## config.mk

```make
export PLATFORM = sky130hd
export DESIGN_NAME = sarlock_key_loader
export DESIGN_NICKNAME = d
export VERILOG_FILES = /design/src/rtl/sarlock_key_loader.sv
export SDC_FILE = /design/constraint.sdc
export NUM_CORES = 1
export LEC_CHECK = 0
export ABC_CLOCK_PERIOD_IN_PS = 2300
export CAP_MARGIN = 30
export CORE_ASPECT_RATIO = 0.6
export CORE_MARGIN = 10
export CORE_UTILIZATION = 50
export DETAILED_ROUTE_END_ITERATION = 12
export GPL_TIMING_DRIVEN = 0
export HOLD_SLACK_MARGIN = 0.08
export MAX_ROUTING_LAYER = met4
export PLACE_DENSITY = 0.72
export SLEW_MARGIN = 20
export SYNTH_ARGS = -nofsm -noshare
export SYNTH_HDL_FRONTEND = slang
export SYNTH_SLANG_ARGS = --single-unit
```

## constraint.sdc

```tcl
create_clock -name clk -period 2.3 [get_ports clk]
set_input_delay 0.345 -clock clk [delete_from_list [all_inputs] [get_ports clk]]
set_output_delay 0.345 -clock clk [all_outputs]
set_load 0.01 [all_outputs]
```

## src/rtl/sarlock_key_loader.sv

```systemverilog
// Serial key loader for the SARLock-locked c432 core: framed key (MSB first + even parity), checked, then driven to keyinput.
// Optional lockout after repeated failures: define SARLOCK_KEY_LOCKOUT_EN.
module sarlock_key_loader #(
  parameter int                 KEY_W     = 16,
  parameter logic [KEY_W-1:0]   DECOY_KEY = 16'h0000,
  parameter int                 TIMEOUT   = 64,
  parameter int                 MAX_FAIL  = 3
) (
  input  logic             clk,
  input  logic             rst,
  input  logic             load_start,
  input  logic             key_bit,
  input  logic             key_bit_vld,
  output logic             busy,
  output logic [KEY_W-1:0] key_out,
  output logic             key_active,
  output logic             key_done,
  output logic             load_err,
  output logic             locked_out
);

  localparam int CNT_W = $clog2(KEY_W + 1);
  localparam int TO_W  = $clog2(TIMEOUT + 1);
  localparam logic [CNT_W-1:0] PAR_IDX = CNT_W'(KEY_W);
  localparam logic [TO_W-1:0]  TO_LAST = TO_W'(TIMEOUT - 1);

`ifdef SARLOCK_KEY_LOCKOUT_EN
  localparam int FAIL_W = $clog2(MAX_FAIL + 1);
  localparam logic [FAIL_W-1:0] FAIL_LAST = FAIL_W'(MAX_FAIL - 1);
  typedef enum logic [2:0] {S_IDLE, S_SHIFT, S_CHECK, S_ACTIVE, S_ERROR, S_LOCK} state_t;
`else
  typedef enum logic [2:0] {S_IDLE, S_SHIFT, S_CHECK, S_ACTIVE, S_ERROR} state_t;
`endif

  state_t             state_q, state_d;
  logic [CNT_W-1:0]   bit_cnt_q, bit_cnt_d;
  logic [TO_W-1:0]    to_cnt_q, to_cnt_d;
  logic [KEY_W-1:0]   shadow_q, shadow_d;
  logic               parity_q, parity_d;
  logic               in_vld_q, in_vld_d;
  logic               in_bit_q, in_bit_d;
  logic               busy_q, busy_d;
  logic [KEY_W-1:0]   key_out_q, key_out_d;
  logic               key_active_q, key_active_d;
  logic               key_done_q, key_done_d;
  logic               load_err_q, load_err_d;
`ifdef SARLOCK_KEY_LOCKOUT_EN
  logic [FAIL_W-1:0]  fail_cnt_q, fail_cnt_d;
  logic               locked_q, locked_d;
`endif

  always_comb begin
    state_d      = state_q;
    bit_cnt_d    = bit_cnt_q;
    to_cnt_d     = to_cnt_q;
    shadow_d     = shadow_q;
    parity_d     = parity_q;
    busy_d       = busy_q;
    key_out_d    = key_out_q;
    key_active_d = key_active_q;
    key_done_d   = 1'b0;
    load_err_d   = load_err_q;
`ifdef SARLOCK_KEY_LOCKOUT_EN
    fail_cnt_d   = fail_cnt_q;
    locked_d     = locked_q;
`endif
    // Input stage: bits only count while shifting, and a coincident load_start kills the bit.
    in_vld_d = key_bit_vld & ~load_start & (state_q == S_SHIFT);
    in_bit_d = key_bit;

    case (state_q)
      S_IDLE, S_ACTIVE, S_ERROR: begin
        if (load_start) begin
          state_d      = S_SHIFT;
          bit_cnt_d    = '0;
          to_cnt_d     = '0;
          busy_d       = 1'b1;
          key_active_d = 1'b0;
          key_out_d    = DECOY_KEY;
          load_err_d   = 1'b0;
        end
      end
      S_SHIFT: begin
        if (load_start) begin
          bit_cnt_d = '0;
          to_cnt_d  = '0;
        end else if (in_vld_q) begin
          to_cnt_d = '0;
          if (bit_cnt_q == PAR_IDX) begin
            parity_d = in_bit_q;
            state_d  = S_CHECK;
          end else begin
            shadow_d  = {shadow_q[KEY_W-2:0], in_bit_q};
            bit_cnt_d = bit_cnt_q + 1'b1;
          end
        end else if (to_cnt_q == TO_LAST) begin
          state_d    = S_ERROR;
          to_cnt_d   = '0;
          shadow_d   = '0;
          busy_d     = 1'b0;
          load_err_d = 1'b1;
`ifdef SARLOCK_KEY_LOCKOUT_EN
          fail_cnt_d = fail_cnt_q + 1'b1;
          if (fail_cnt_q == FAIL_LAST) begin
            state_d  = S_LOCK;
            locked_d = 1'b1;
          end
`endif
        end else begin
          to_cnt_d = to_cnt_q + 1'b1;
        end
      end
      S_CHECK: begin
        busy_d = 1'b0;
        if ((^shadow_q ^ parity_q) == 1'b0) begin
          state_d      = S_ACTIVE;
          key_out_d    = shadow_q;
          key_active_d = 1'b1;
          key_done_d   = 1'b1;
`ifdef SARLOCK_KEY_LOCKOUT_EN
          fail_cnt_d   = '0;
`endif
        end else begin
          state_d    = S_ERROR;
          load_err_d = 1'b1;
`ifdef SARLOCK_KEY_LOCKOUT_EN
          fail_cnt_d = fail_cnt_q + 1'b1;
          if (fail_cnt_q == FAIL_LAST) begin
            state_d  = S_LOCK;
            locked_d = 1'b1;
          end
`endif
        end
      end
      default: ;
    endcase
  end

  always_ff @(posedge clk) begin
    if (rst) begin
      state_q      <= S_IDLE;
      bit_cnt_q    <= '0;
      to_cnt_q     <= '0;
      shadow_q     <= '0;
      parity_q     <= 1'b0;
      in_vld_q     <= 1'b0;
      in_bit_q     <= 1'b0;
      busy_q       <= 1'b0;
      key_out_q    <= DECOY_KEY;
      key_active_q <= 1'b0;
      key_done_q   <= 1'b0;
      load_err_q   <= 1'b0;
`ifdef SARLOCK_KEY_LOCKOUT_EN
      fail_cnt_q   <= '0;
      locked_q     <= 1'b0;
`endif
    end else begin
      state_q      <= state_d;
      bit_cnt_q    <= bit_cnt_d;
      to_cnt_q     <= to_cnt_d;
      shadow_q     <= shadow_d;
      parity_q     <= parity_d;
      in_vld_q     <= in_vld_d;
      in_bit_q     <= in_bit_d;
      busy_q       <= busy_d;
      key_out_q    <= key_out_d;
      key_active_q <= key_active_d;
      key_done_q   <= key_done_d;
      load_err_q   <= load_err_d;
`ifdef SARLOCK_KEY_LOCKOUT_EN
      fail_cnt_q   <= fail_cnt_d;
      locked_q     <= locked_d;
`endif
    end
  end

  assign busy       = busy_q;
  assign key_out    = key_out_q;
  assign key_active = key_active_q;
  assign key_done   = key_done_q;
  assign load_err   = load_err_q;
`ifdef SARLOCK_KEY_LOCKOUT_EN
  assign locked_out = locked_q;
`else
  assign locked_out = 1'b0;
`endif

endmodule

```

# --- Word level (Yosys, flattened, before mapping) ---
# Index checks and enable logic that the tools add are counted.
word_totals:
  in_bits: 5
  word_cells: 89
  register_bits: 54
  output_inout_bits: 21
op_classes:
  n_mux: 37
  eq_ne: 17
  n_addsub: 2
  bitwise_logic: 5
  n_reduce_logical: 16
ops:
  columns: ["cell", "n"]
  rows:
  - ["16-bit 2-to-1 mux", 5]
  - ["16-bit one-hot mux with 2 select lines", 1]
  - ["7-bit 2-to-1 mux", 4]
  - ["5-bit 2-to-1 mux", 4]
  - ["3-bit 2-to-1 mux", 6]
  - ["16-bit XOR reduction", 1]
  - ["7-bit one-hot mux with 2 select lines", 1]
  - ["2-bit != test (second input constant)", 6]
  - ["4-bit AND reduction", 3]
  - ["1-bit 2-to-1 mux", 11]
  - ["5-bit one-hot mux with 2 select lines", 1]
  - ["5-bit AND reduction", 2]
  - ["3-bit one-hot mux with 3 select lines", 1]
  - ["7-bit by 1-bit adder with 7-bit output (second input constant)", 1]
  - ["7-bit by 6-bit == test with 1-bit output (second input constant)", 1]
  - ["3-bit by 2-bit == test with 1-bit output (second input constant)", 2]
  - ["3-bit by 2-bit != test with 1-bit output (second input constant)", 2]
  - ["3-bit != test (second input constant)", 2]
  - ["1-bit one-hot mux with 3 select lines", 2]
  - ["6-bit AND reduction", 1]
  - ["2-bit nonzero test", 3]
  - ["5-bit by 1-bit adder with 5-bit output (second input constant)", 1]
  - ["5-bit == test (second input constant)", 1]
  - ["3-bit by 1-bit == test with 1-bit output (second input constant)", 1]
  - ["other kinds (12)", 14]

# --- Logic depth before layout (Yosys ltp) ---
# Gate-level depths: netlist of the first run.
depth:
  depth_word: 5
  depth_mapped: 9
  mapped_depth_nobuf: 7

# --- Least setup slack after synthesis of the first run ---
# OpenSTA, ideal clock, no wires.
synth_path:
  path_kind: "flip-flop to flip-flop"
  startpoint: "register state_q[1]"
  endpoint: "register shadow_q[15]"
  path_stages_with_launch: 8
  t_required_ps: 2172
  n_path_buf: 2
  synth_period_minus_slack_ps: 1779
  setup_time_ps: 128
  arrival_ps: 1652
  path_slack_ps: 521
  path_cell_list: "dfxtp_1 buf_2 or3b_2 nor2_1 o21ai_1 clkbuf_1 a22oi_1 nor2_1"
synth_via:
  elab_chain_cells: 2
synth_rtl:
  columns: ["item", "line_no", "rtl"]
  rows:
  - ["start: declaration", "35", "state_t state_q, state_d;"]
  - ["start signal: assignment", "158", "state_q <= state_d;"]
  - ["3-bit by 1-bit == test with 1-bit output", "71", "case (state_q)"]
  - ["4-bit AND reduction (no source line)", null, null]
  - ["end signal: assignment", "161", "shadow_q <= shadow_d;"]
  - ["end: declaration", "38", "logic [KEY_W-1:0] shadow_q, shadow_d;"]
# Every way passes these cells.
# A chain may end at the register's enable or synchronous reset.

# --- Worst setup path in the final report of the first run ---
layout_path:
  startpoint: "register state_q[1]"
  endpoint: "register shadow_q[8]"
# The elaborated chain is that of the path after synthesis.

==> impl_metrics.ini, run 1 <==
[setup_path]
worstPathMaxFanout = 10
worstSetupPathType = reg2reg
r2r-start = state_q[1]
endpoint = shadow_q[8]
start_kind = flip-flop
arrival_ps = 2280
r2r_cells = 8
worstPathRequired_ps = 2540
r2r_end = shadow_q[8]
crit_path_end_kind = flip-flop
startpoint = state_q[1]
reg2reg_slack_ps = 260

[synth]
synth_top_flop_cell = dfxtp_1
ys_top_cells_by_count = dfxtp_1 (54), nor2_1 (31), nand2_1 (30), nand3_1 (22)
synth_xor_xnor_area_share = 0.09750
synth_fa_ha_area_frac = 0.01531
synth_compound_area_frac = 0.1220
ys_types = 43
synth_edf_count = 0
synth_area_leaders = dfxtp_1 (44%), mux2i_1 (6.9%), xnor2_1 (5.4%), a22oi_1 (5.2%), nor2_1 (4.7%)
yosysTopAreaCellShare = 0.4410
syn-cell-area_sq_um = 2451
post-synth-top-area-cell = dfxtp_1
yosys.area_share.simple = 0.2021
syn_inst = 268
mappedNetlistNets = 276
postSynth.asyncResetShare = 0
ys_warn_count = 0
yosysMostFrequentCell = dfxtp_1
ys_ff_latch = 54
post_synth.cell_area_avg_sq_um = 9.146
ys_seq_area_frac = 0.4410
synth_top_family_by_area = simple AND/OR/NAND/NOR gates
muxShareOfSynthArea = 0.07963

[floorplanning]
die_area_sq_um = 8195
ios = 26
core_region_area_sq_um = 4659
initial_core_util = 0.5260
rows = 19
die_h_um = 74.24
die_width_um = 110.4

[routing]
wl_per_cell_um = 14.61
routed_wirelength_um = 5276
drcViolationCount = 0
via_per_inst = 5.402
dr.pass1.iters = 4
vias = 1950
detail_route.iter0.violations = 113
antenna_left = 0

[timing]
slew_viol_final = 0
rsz0062_at_grt = false
post-route-min-period_ps = 2037
setup_viol = 0
tightestPinTransition_ps = 593.1
fin_setup_tns_ps = 0
fin_crit_sh = 0.8859
max_freq_ghz = 0.4908
skew_ps = 8.235
slew_headroom = 0.6046
hold_viol_final = 0

[cts]
cts.repair.resized = 0
cts_setup_buffers = 0
cts_root_buffer = clkbuf_8
cts_tree = yes
holdBufCountCts = 0
cts-buffers-inserted = 5
clk_path_buf_depth = 2
cts_max_level = 2
cts.sinks = 54
clk_latency_ps = 310
clk_pin_slew_ps = 100

[pwr]
cellLeakagePower_uw = 0.001003
power_density_nw_per_um2 = 753.0
ir_drop_mv = 0.3860

[global_routing]
grt_max_degree = 16
grt.total_usage = 0.1359
antenna_found_initial = 0
overflow = 0
grt_pass1_vias = 1699
grt_pass1_wl_um = 8556

[placed_design]
numPortBuffers = 23
place.gp.congestion = 0.8317
dp_cells = 354
dpl.hpwl_um = 3930

[cells_and_area]
nFillCells = 438
area_delta_synth_final_pct = 16.23
diodes = 0
final_nets = 306
layout-drive-gt1-share = 0.08054
instances_no_fill = 361

[job]
maxCapViolCount = 0

[run_status]
run_status = completed

[hold_path]
worst_hold_path_type = reg2reg
## through the flow
stage / power, uW / hold WS [ps] / cell area [sq um] / utilization / setup slack [ps]
final: 2145 / 470.9 / 2849 / 0.6114 / 262.5
after global routing: 2264 / 487.0 / 2849 / 0.6114 / 65.44
after CTS: 2150 / 474.7 / 2839 / 0.6093 / 152.5
after detailed placement: 1658 / 457.9 / 2760 / 0.5924 / 162.9
after global placement: 1649 / 455.2 / 2760 / 0.5924 / 140.2
after floorplan: 1505 / 416.6 / 2451 / - / 520.7
## logic make-up (layout without fill, tap and decap cells)
logic type | count (synthesis) | in the layout
xor gates and xnor gates | 23 | 23
and+or+nand+nor | 106 | 106
DFF | 54 | 54
AOI/OAI and AO/OA | 42 | 42
adders and majority gates | 3 | 3
muxes | 19 | 19
other | 1 | 1
buffers and inverters | 20 | 50
## how the worst min path moves through the flow
stage | startpoint | to | depth (start not counted)
6_report | key_out[15] | key_out[15] | 2
5_1_grt | key_out[5] | key_out[5] | 2
4_1_cts | key_out[14] | key_out[14] | 2
3_5_place_dp | key_out[15] | key_out[15] | 2
3_3_place_gp | key_out[15] | key_out[15] | 2
2_1_floorplan | rst | in_bit_q | 1
## metal layers
| metal | GRT usage | up-vias | routed length, um |
|---|---|---|---|
| met2 | 0.1680 | 46 | 1982 |
| met5 | - | - | 0 |
| li1 | - | 980 | - |
| met4 | 0.04255 | 0 | 65 |
| met3 | 0.02934 | 8 | 305 |
| met1 | 0.2068 | 916 | 2923 |
## cell usage in the layout (no fill, tap or decap), types with 3 or more instances in the layout
cell	synthesis	final
nor2_1	31	31
mux2i_1	17	17
clkbuf_8	0	5
a22oi_1	17	17
and2_1	3	3
inv_1	4	4
o21ai_0	4	4
nor2b_1	4	4
clkdlybuf4s50_1	0	23
dfxtp_1	54	54
ha_1	3	3
nand2_1	30	30
clkbuf_1	10	10
nor3b_1	3	3
xor2_1	5	5
a21oi_1	9	9
xnor2_1	15	15
nand3_1	22	22
## critical path, stage by stage, from the launching register on
cell      delay, ps
dfxtp_1         310
buf_2           160
or3b_2          510
nor2_1          240
and2_1          170
clkbuf_2        190
buf_4           200
a22oi_1         100
nor2_1          110
## power by group
group	leakage, uW	internal [uW]	switching [uW]
registers	0.000437	994	53.9
clock network	0.0000438	205	297
logic	0.000523	248	348
total	0.00100	1450	698
## layout make-up
| class | instances | area [sq um] | share of cell area |
|---|---|---|---|
| timing repair buffer | 23 | 230.2 | 0.08081 |
| multi-input combinational | 194 | 1280 | 0.4493 |
| clock inverter | 2 | 10.01 | 0.003513 |
| buffer | 16 | 85.08 | 0.02986 |
| inverter | 4 | 15.01 | 0.005270 |
| sequential | 54 | 1081 | 0.3794 |
| tap | 63 | 78.83 | 0.02767 |
| clock buffer | 5 | 68.82 | 0.02415 |
## flip-flops by register name (all words and copies together) (netlist names)
register / cells
busy: 1
in_bit_q: 1
key_active: 1
to_cnt_q: 7
bit_cnt_q: 5
in_vld_q: 1
state_q: 3
shadow_q: 16
key_out: 16
key_done: 1
parity_q: 1
load_err: 1
Note: power is estimated with default switching activity, not from simulation.
==> inputs of run 2 (changes only) <==
--- a/config.mk
+++ b/config.mk
@@ -8,7 +8,6 @@
 export ABC_CLOCK_PERIOD_IN_PS = 2300
 export CAP_MARGIN = 30
 export CORE_ASPECT_RATIO = 0.6
-export CORE_MARGIN = 10
 export CORE_UTILIZATION = 50
 export DETAILED_ROUTE_END_ITERATION = 12
 export GPL_TIMING_DRIVEN = 0
==> run 2 against run 1 <==
Net effect: final area grew 1.5%; critical path depth shrank 1; critical endpoint is now shadow_q[5]; die area shrank 37%; first-iteration DRC count grew 33%; hold slack gained 4.3 ps; maximum frequency shrank 1.4%; combinational power is essentially flat; largest power group unchanged; highest routed layer unchanged.
==> impl_metrics.ini, run 2 (synthesis results as in run 1) <==
[run_status]
run_status = completed

[global_routing]
grt_max_degree = 16
grt_pass1_vias = 1743
grt_pass1_wl_um = 8714
overflow = 0
grt.total_usage = 0.2235
antenna_found_initial = 0

[pwr]
cellLeakagePower_uw = 0.001017
power_density_nw_per_um2 = 794.4
power_switching_uw = 705.5
p_int_uw = 1592
ir_drop_mv = 0.4239
p_clk_frac = 0.285
power.sequential.fraction = 0.457
combPwrFrac = 0.259
switching_share = 0.3071

[setup_path]
start_kind = flip-flop
critPathSlowestCell = or3b_2
crit_path_max_incr_delay_ps = 520
worstSetupPathType = reg2reg
r2r-start = state_q[1]
r2r_cells = 7
worstPathRequired_ps = 2490
crit_path_end_kind = flip-flop
cp_cell_sequence = buf_2 > or3b_2 > nor2_1 > o21ai_2 > clkbuf_1 > a22oi_1 > nor2_1
worstPathMaxFanout = 10
arrival_ps = 2260
startpoint = state_q[1]
critPathMostFrequentCell = nor2_1

[routing]
dr.pass1.iters = 4
wl_per_cell_um = 14.53
drcViolationCount = 0
via_per_inst = 5.343
antenna_left = 0
routed_wirelength_um = 5247
vias = 1929
detail_route.iter0.violations = 150

[cells_and_area]
final_nets = 306
area_delta_synth_final_pct = 17.97
diodes = 0
mostFrequentLayoutCells = dfxtp_1 (54), nor2_1 (31), nand2_1 (30)
final_common_cell = dfxtp_1
layout-drive-gt1-share = 0.08054
utilization = 0.6238

[timing]
finalWorstSetupSlack_ps = 234.2
hold_viol_final = 0
fin_crit_sh = 0.8982
skew_ps = 7.079
slew_viol_final = 0
slew_headroom = 0.6203
tightestPinTransition_ps = 569.6
rsz0062_at_grt = false
post-route-min-period_ps = 2066
fin_setup_tns_ps = 0
max_freq_ghz = 0.4841
setup_viol = 0

[cts]
clk_pin_slew_ps = 100
cts_tree = yes
clk_latency_ps = 310
clk_path_buf_depth = 2
cts_max_level = 2
holdBufCountCts = 0
cts-buffers-inserted = 5
cts.sinks = 54
cts_root_buffer = clkbuf_8

[placed_design]
numPortBuffers = 23
post-place-ws_ps = 101.8
dpl.hpwl_um = 3697
place.gp.congestion = 0.7956

[floorplanning]
die_area_sq_um = 5196
ios = 26
die_h_um = 56.24
rows = 19
die_width_um = 92.39
initial_core_util = 0.5287
core_region_area_sq_um = 4636

[job]
maxCapViolCount = 0

[hold_path]
worstHoldPathCells = 2
worst_hold_path_type = reg2reg
min-delay-start = key_out[14]
-- run 2: changes by cell type in the layout (fill, tap and decap cells not counted), sizes merged --
| cell | delta |
|---|---|
| bufinv | +1 |
| clkbuf | +1 |
| clkinv | -2 |
-- run 2: what timing repair did --
| item | 4_1_cts | 5_1_grt |
|---|---|---|
| setup buffers | 0 | 0 |
| gates resized for setup | 0 | 3 |
| setup endpoints to repair | 0 | 11 |
-- run 2: layout make-up --
type	count	area (sq um)
flip-flops and latches	54	1081
fillers	423	1744
plain buffers	16	85.08
inverters	4	15.01
repair buffers	23	230.2
clock inverters	1	30.03
well taps	63	78.83
clock buffers	6	82.58
multi-input cells	194	1289
-- run 2: worst paths after layout --
check	end	slack, ps
hold / removal	key_out[14]	480
setup reg to reg	shadow_q[5]	230
hold reg to reg	key_out[14]	480
setup / recovery	shadow_q[5]	230
-- run 2: power groups by stage --
| stage | clock (uW) | combinational (uW) | sequential, uW |
|---|---|---|---|
| 6_report | 654 | 594 | 1050 |
| 5_1_grt | 698 | 652 | 1060 |
| 4_1_cts | 665 | 589 | 1050 |
| 3_5_place_dp | 0 | 584 | 1070 |
| 3_3_place_gp | 0 | 578 | 1070 |
| 2_1_floorplan | 0 | 438 | 1070 |
-- run 2: metrics by stage --
| step | total power (uW) | hold WS [ps] | cell area (sq um) | std cells |
|---|---|---|---|---|
| 2_1_floorplan | 1505 | 416.6 | 2451 | 268 |
| 3_3_place_gp | 1645 | 456.0 | 2760 | 354 |
| 3_5_place_dp | 1654 | 457.8 | 2760 | 354 |
| 4_1_cts | 2303 | 474.5 | 2873 | 361 |
| 5_1_grt | 2412 | 499.4 | 2892 | 361 |
| 6_report | 2297 | 475.1 | 2892 | 361 |
-- run 2: worst max-delay path: cells and delay by family (launching register included) --
kind / cells / cell delay [ps]
simple gates: 3 / 810
buf+inv: 2 / 420
compound gates: 2 / 410
flops: 1 / 300
-- run 2: metal layers --
metal | wire length, um | global-route usage
met4 | 29 | 0.06027
met3 | 334 | 0.04098
met2 | 1962 | 0.2815
met1 | 2921 | 0.3532
met5 | 0 | -
==> inputs of run 3 (changes only) <==
--- a/config.mk
+++ b/config.mk
@@ -8,12 +8,12 @@
 export ABC_CLOCK_PERIOD_IN_PS = 2300
 export CAP_MARGIN = 30
 export CORE_ASPECT_RATIO = 0.6
-export CORE_UTILIZATION = 50
+export CORE_UTILIZATION = 45
 export DETAILED_ROUTE_END_ITERATION = 12
 export GPL_TIMING_DRIVEN = 0
 export HOLD_SLACK_MARGIN = 0.08
 export MAX_ROUTING_LAYER = met4
-export PLACE_DENSITY = 0.72
+export PLACE_DENSITY = 0.66
 export SLEW_MARGIN = 20
 export SYNTH_ARGS = -nofsm -noshare
 export SYNTH_HDL_FRONTEND = slang
==> run 3 against run 2 <==
Net effect: total power is 1.4% lower; utilization shrank 6.6 points; first-iteration DRC count is 27% lower; global-route usage decreased by 2.7 points; setup slack worse by 66 ps; via count is 0.16% lower; non-clock buffer count stayed put; count of clock-buffer cells in the layout up 1; critical path depth unchanged; largest cell class unchanged; largest power group unchanged.
==> impl_metrics.ini, run 3 (synthesis results as in run 1) <==
[floorplanning]
initial_core_util = 0.4755
die_width_um = 97.28
core_region_area_sq_um = 5155
die_h_um = 59.17
die_area_sq_um = 5756
ios = 26
rows = 20

[routing]
routed_wirelength_um = 5175
drcViolationCount = 0
wl_per_cell_um = 14.18
vias = 1926
detail_route.iter0.violations = 110
dr.pass1.iters = 4
antenna_left = 0
via_per_inst = 5.277

[timing]
max_freq_ghz = 0.4691
fin_hold_ws_ps = 470.8
skew_ps = 7.044
finalWorstSetupSlack_ps = 168.1
slew_headroom = 0.6107
hold_viol_final = 0
fin_crit_sh = 0.9269
slew_viol_final = 0
post-route-min-period_ps = 2132
setup_viol = 0
tightestPinTransition_ps = 583.9

[cells_and_area]
final_nets = 306
mostFrequentLayoutCells = dfxtp_1 (54), nor2_1 (31), nand2_1 (30)
final_common_cell = dfxtp_1
diodes = 0
area_delta_synth_final_pct = 17.36
finalInstanceArea_sq_um = 2877
layout-drive-gt1-share = 0.07358
instances_no_fill = 365

[setup_path]
cp.depth = 7
start_kind = flip-flop
cp_cell_sequence = ha_1 > nand3_1 > nor4_2 > o21ai_1 > clkbuf_1 > a22oi_1 > nor2_1
worstPathRequired_ps = 2490
endpoint = shadow_q[8]
critical-path-top-delay-family = simple AND/OR/NAND/NOR gates
r2r_end = shadow_q[8]
crit_buf_inv = 1
critPathSlowestCell = nor4_2
crit_path_end_kind = flip-flop
startpoint = to_cnt_q[1]
r2r_cells = 7
reg2reg_slack_ps = 170
arrival_ps = 2320
worstSetupPathType = reg2reg
r2r-start = to_cnt_q[1]
worstPathMaxFanout = 10
crit_path_max_incr_delay_ps = 410

[pwr]
cellLeakagePower_uw = 0.001012
ir_drop_mv = 0.3336
total_power_uw = 2265
power_density_nw_per_um2 = 787.6

[global_routing]
grt_pass1_wl_um = 8376
grt.total_usage = 0.1969
overflow = 0
antenna_found_initial = 0
grt_pass1_vias = 1639
grt_max_degree = 16

[cts]
cts_root_buffer = clkbuf_8
cts_tree = yes
clk_latency_ps = 310
clk_pin_slew_ps = 90
clk_path_buf_depth = 2
cts.sinks = 54
cts-buffers-inserted = 5
cts_max_level = 2
cts_setup_buffers = 0

[hold_path]
worst_hold_path_type = reg2reg

[placed_design]
numPortBuffers = 23
place.gp.congestion = 0.7970
dpl.hpwl_um = 3637
dp_cells = 357
post-place-ws_ps = 102.6
place_area_sq_um = 2764

[job]
maxCapViolCount = 0

[run_status]
run_status = completed
[run 3: report_power, final]
group | switching, uW | internal, uW | total, uW
logic | 344 | 249 | 593
registers | 54.6 | 994 | 1050
clock network | 298 | 326 | 624
total | 697 | 1570 | 2270
[run 3: worst min-delay path by stage]
stage	startpoint	end	slack (ps)	depth (start not counted)
floorplan	rst	in_bit_q	420	1
global placement	key_out[14]	key_out[14]	460	2
detailed placement	key_out[15]	key_out[15]	460	2
CTS	key_out[15]	key_out[15]	470	2
global route	key_out[7]	key_out[7]	490	2
finish	key_out[15]	key_out[15]	470	2
[run 3: area by class of cell]
type / instances / area [sq um]
fill: 465 / 2278
buffer: 16 / 85.08
timing repair buffer: 23 / 230.2
sequential: 54 / 1081
clock inverter: 1 / 30.03
tap: 66 / 82.58
multi-input combinational: 194 / 1276
clock buffer: 7 / 76.32
inverter: 4 / 15.01
[run 3: metal layers]
layer / up-vias / GRT usage / routed length [um]
met5: - / - / 0
met4: 0 / 0.06303 / 70
met3: 8 / 0.04481 / 255
met2: 34 / 0.2445 / 1864
met1: 899 / 0.3045 / 2984
li1: 985 / - / -
[run 3: worst reg2reg max path, cell delays in order (launching register included)]
cell      delay, ps
dfxtp_1         400
ha_1            220
nand3_1         140
nor4_2          410
o21ai_1         290
clkbuf_1        300
a22oi_1         200
nor2_1           60
[run 3: through the flow]
stage	utilization	TNS, ps
2_1_floorplan	-	0
3_3_place_gp	0.5362	0
3_5_place_dp	0.5362	0
4_1_cts	0.5568	0
5_1_grt	0.5580	-35.67
6_report	0.5580	0
[run 3: repair_timing]
action | CTS | global route
hold buffers | 0 | 0
endpoints found under the hold margin | 0 | 0
endpoints found under the setup margin | 0 | 10
resized for setup | 0 | 1
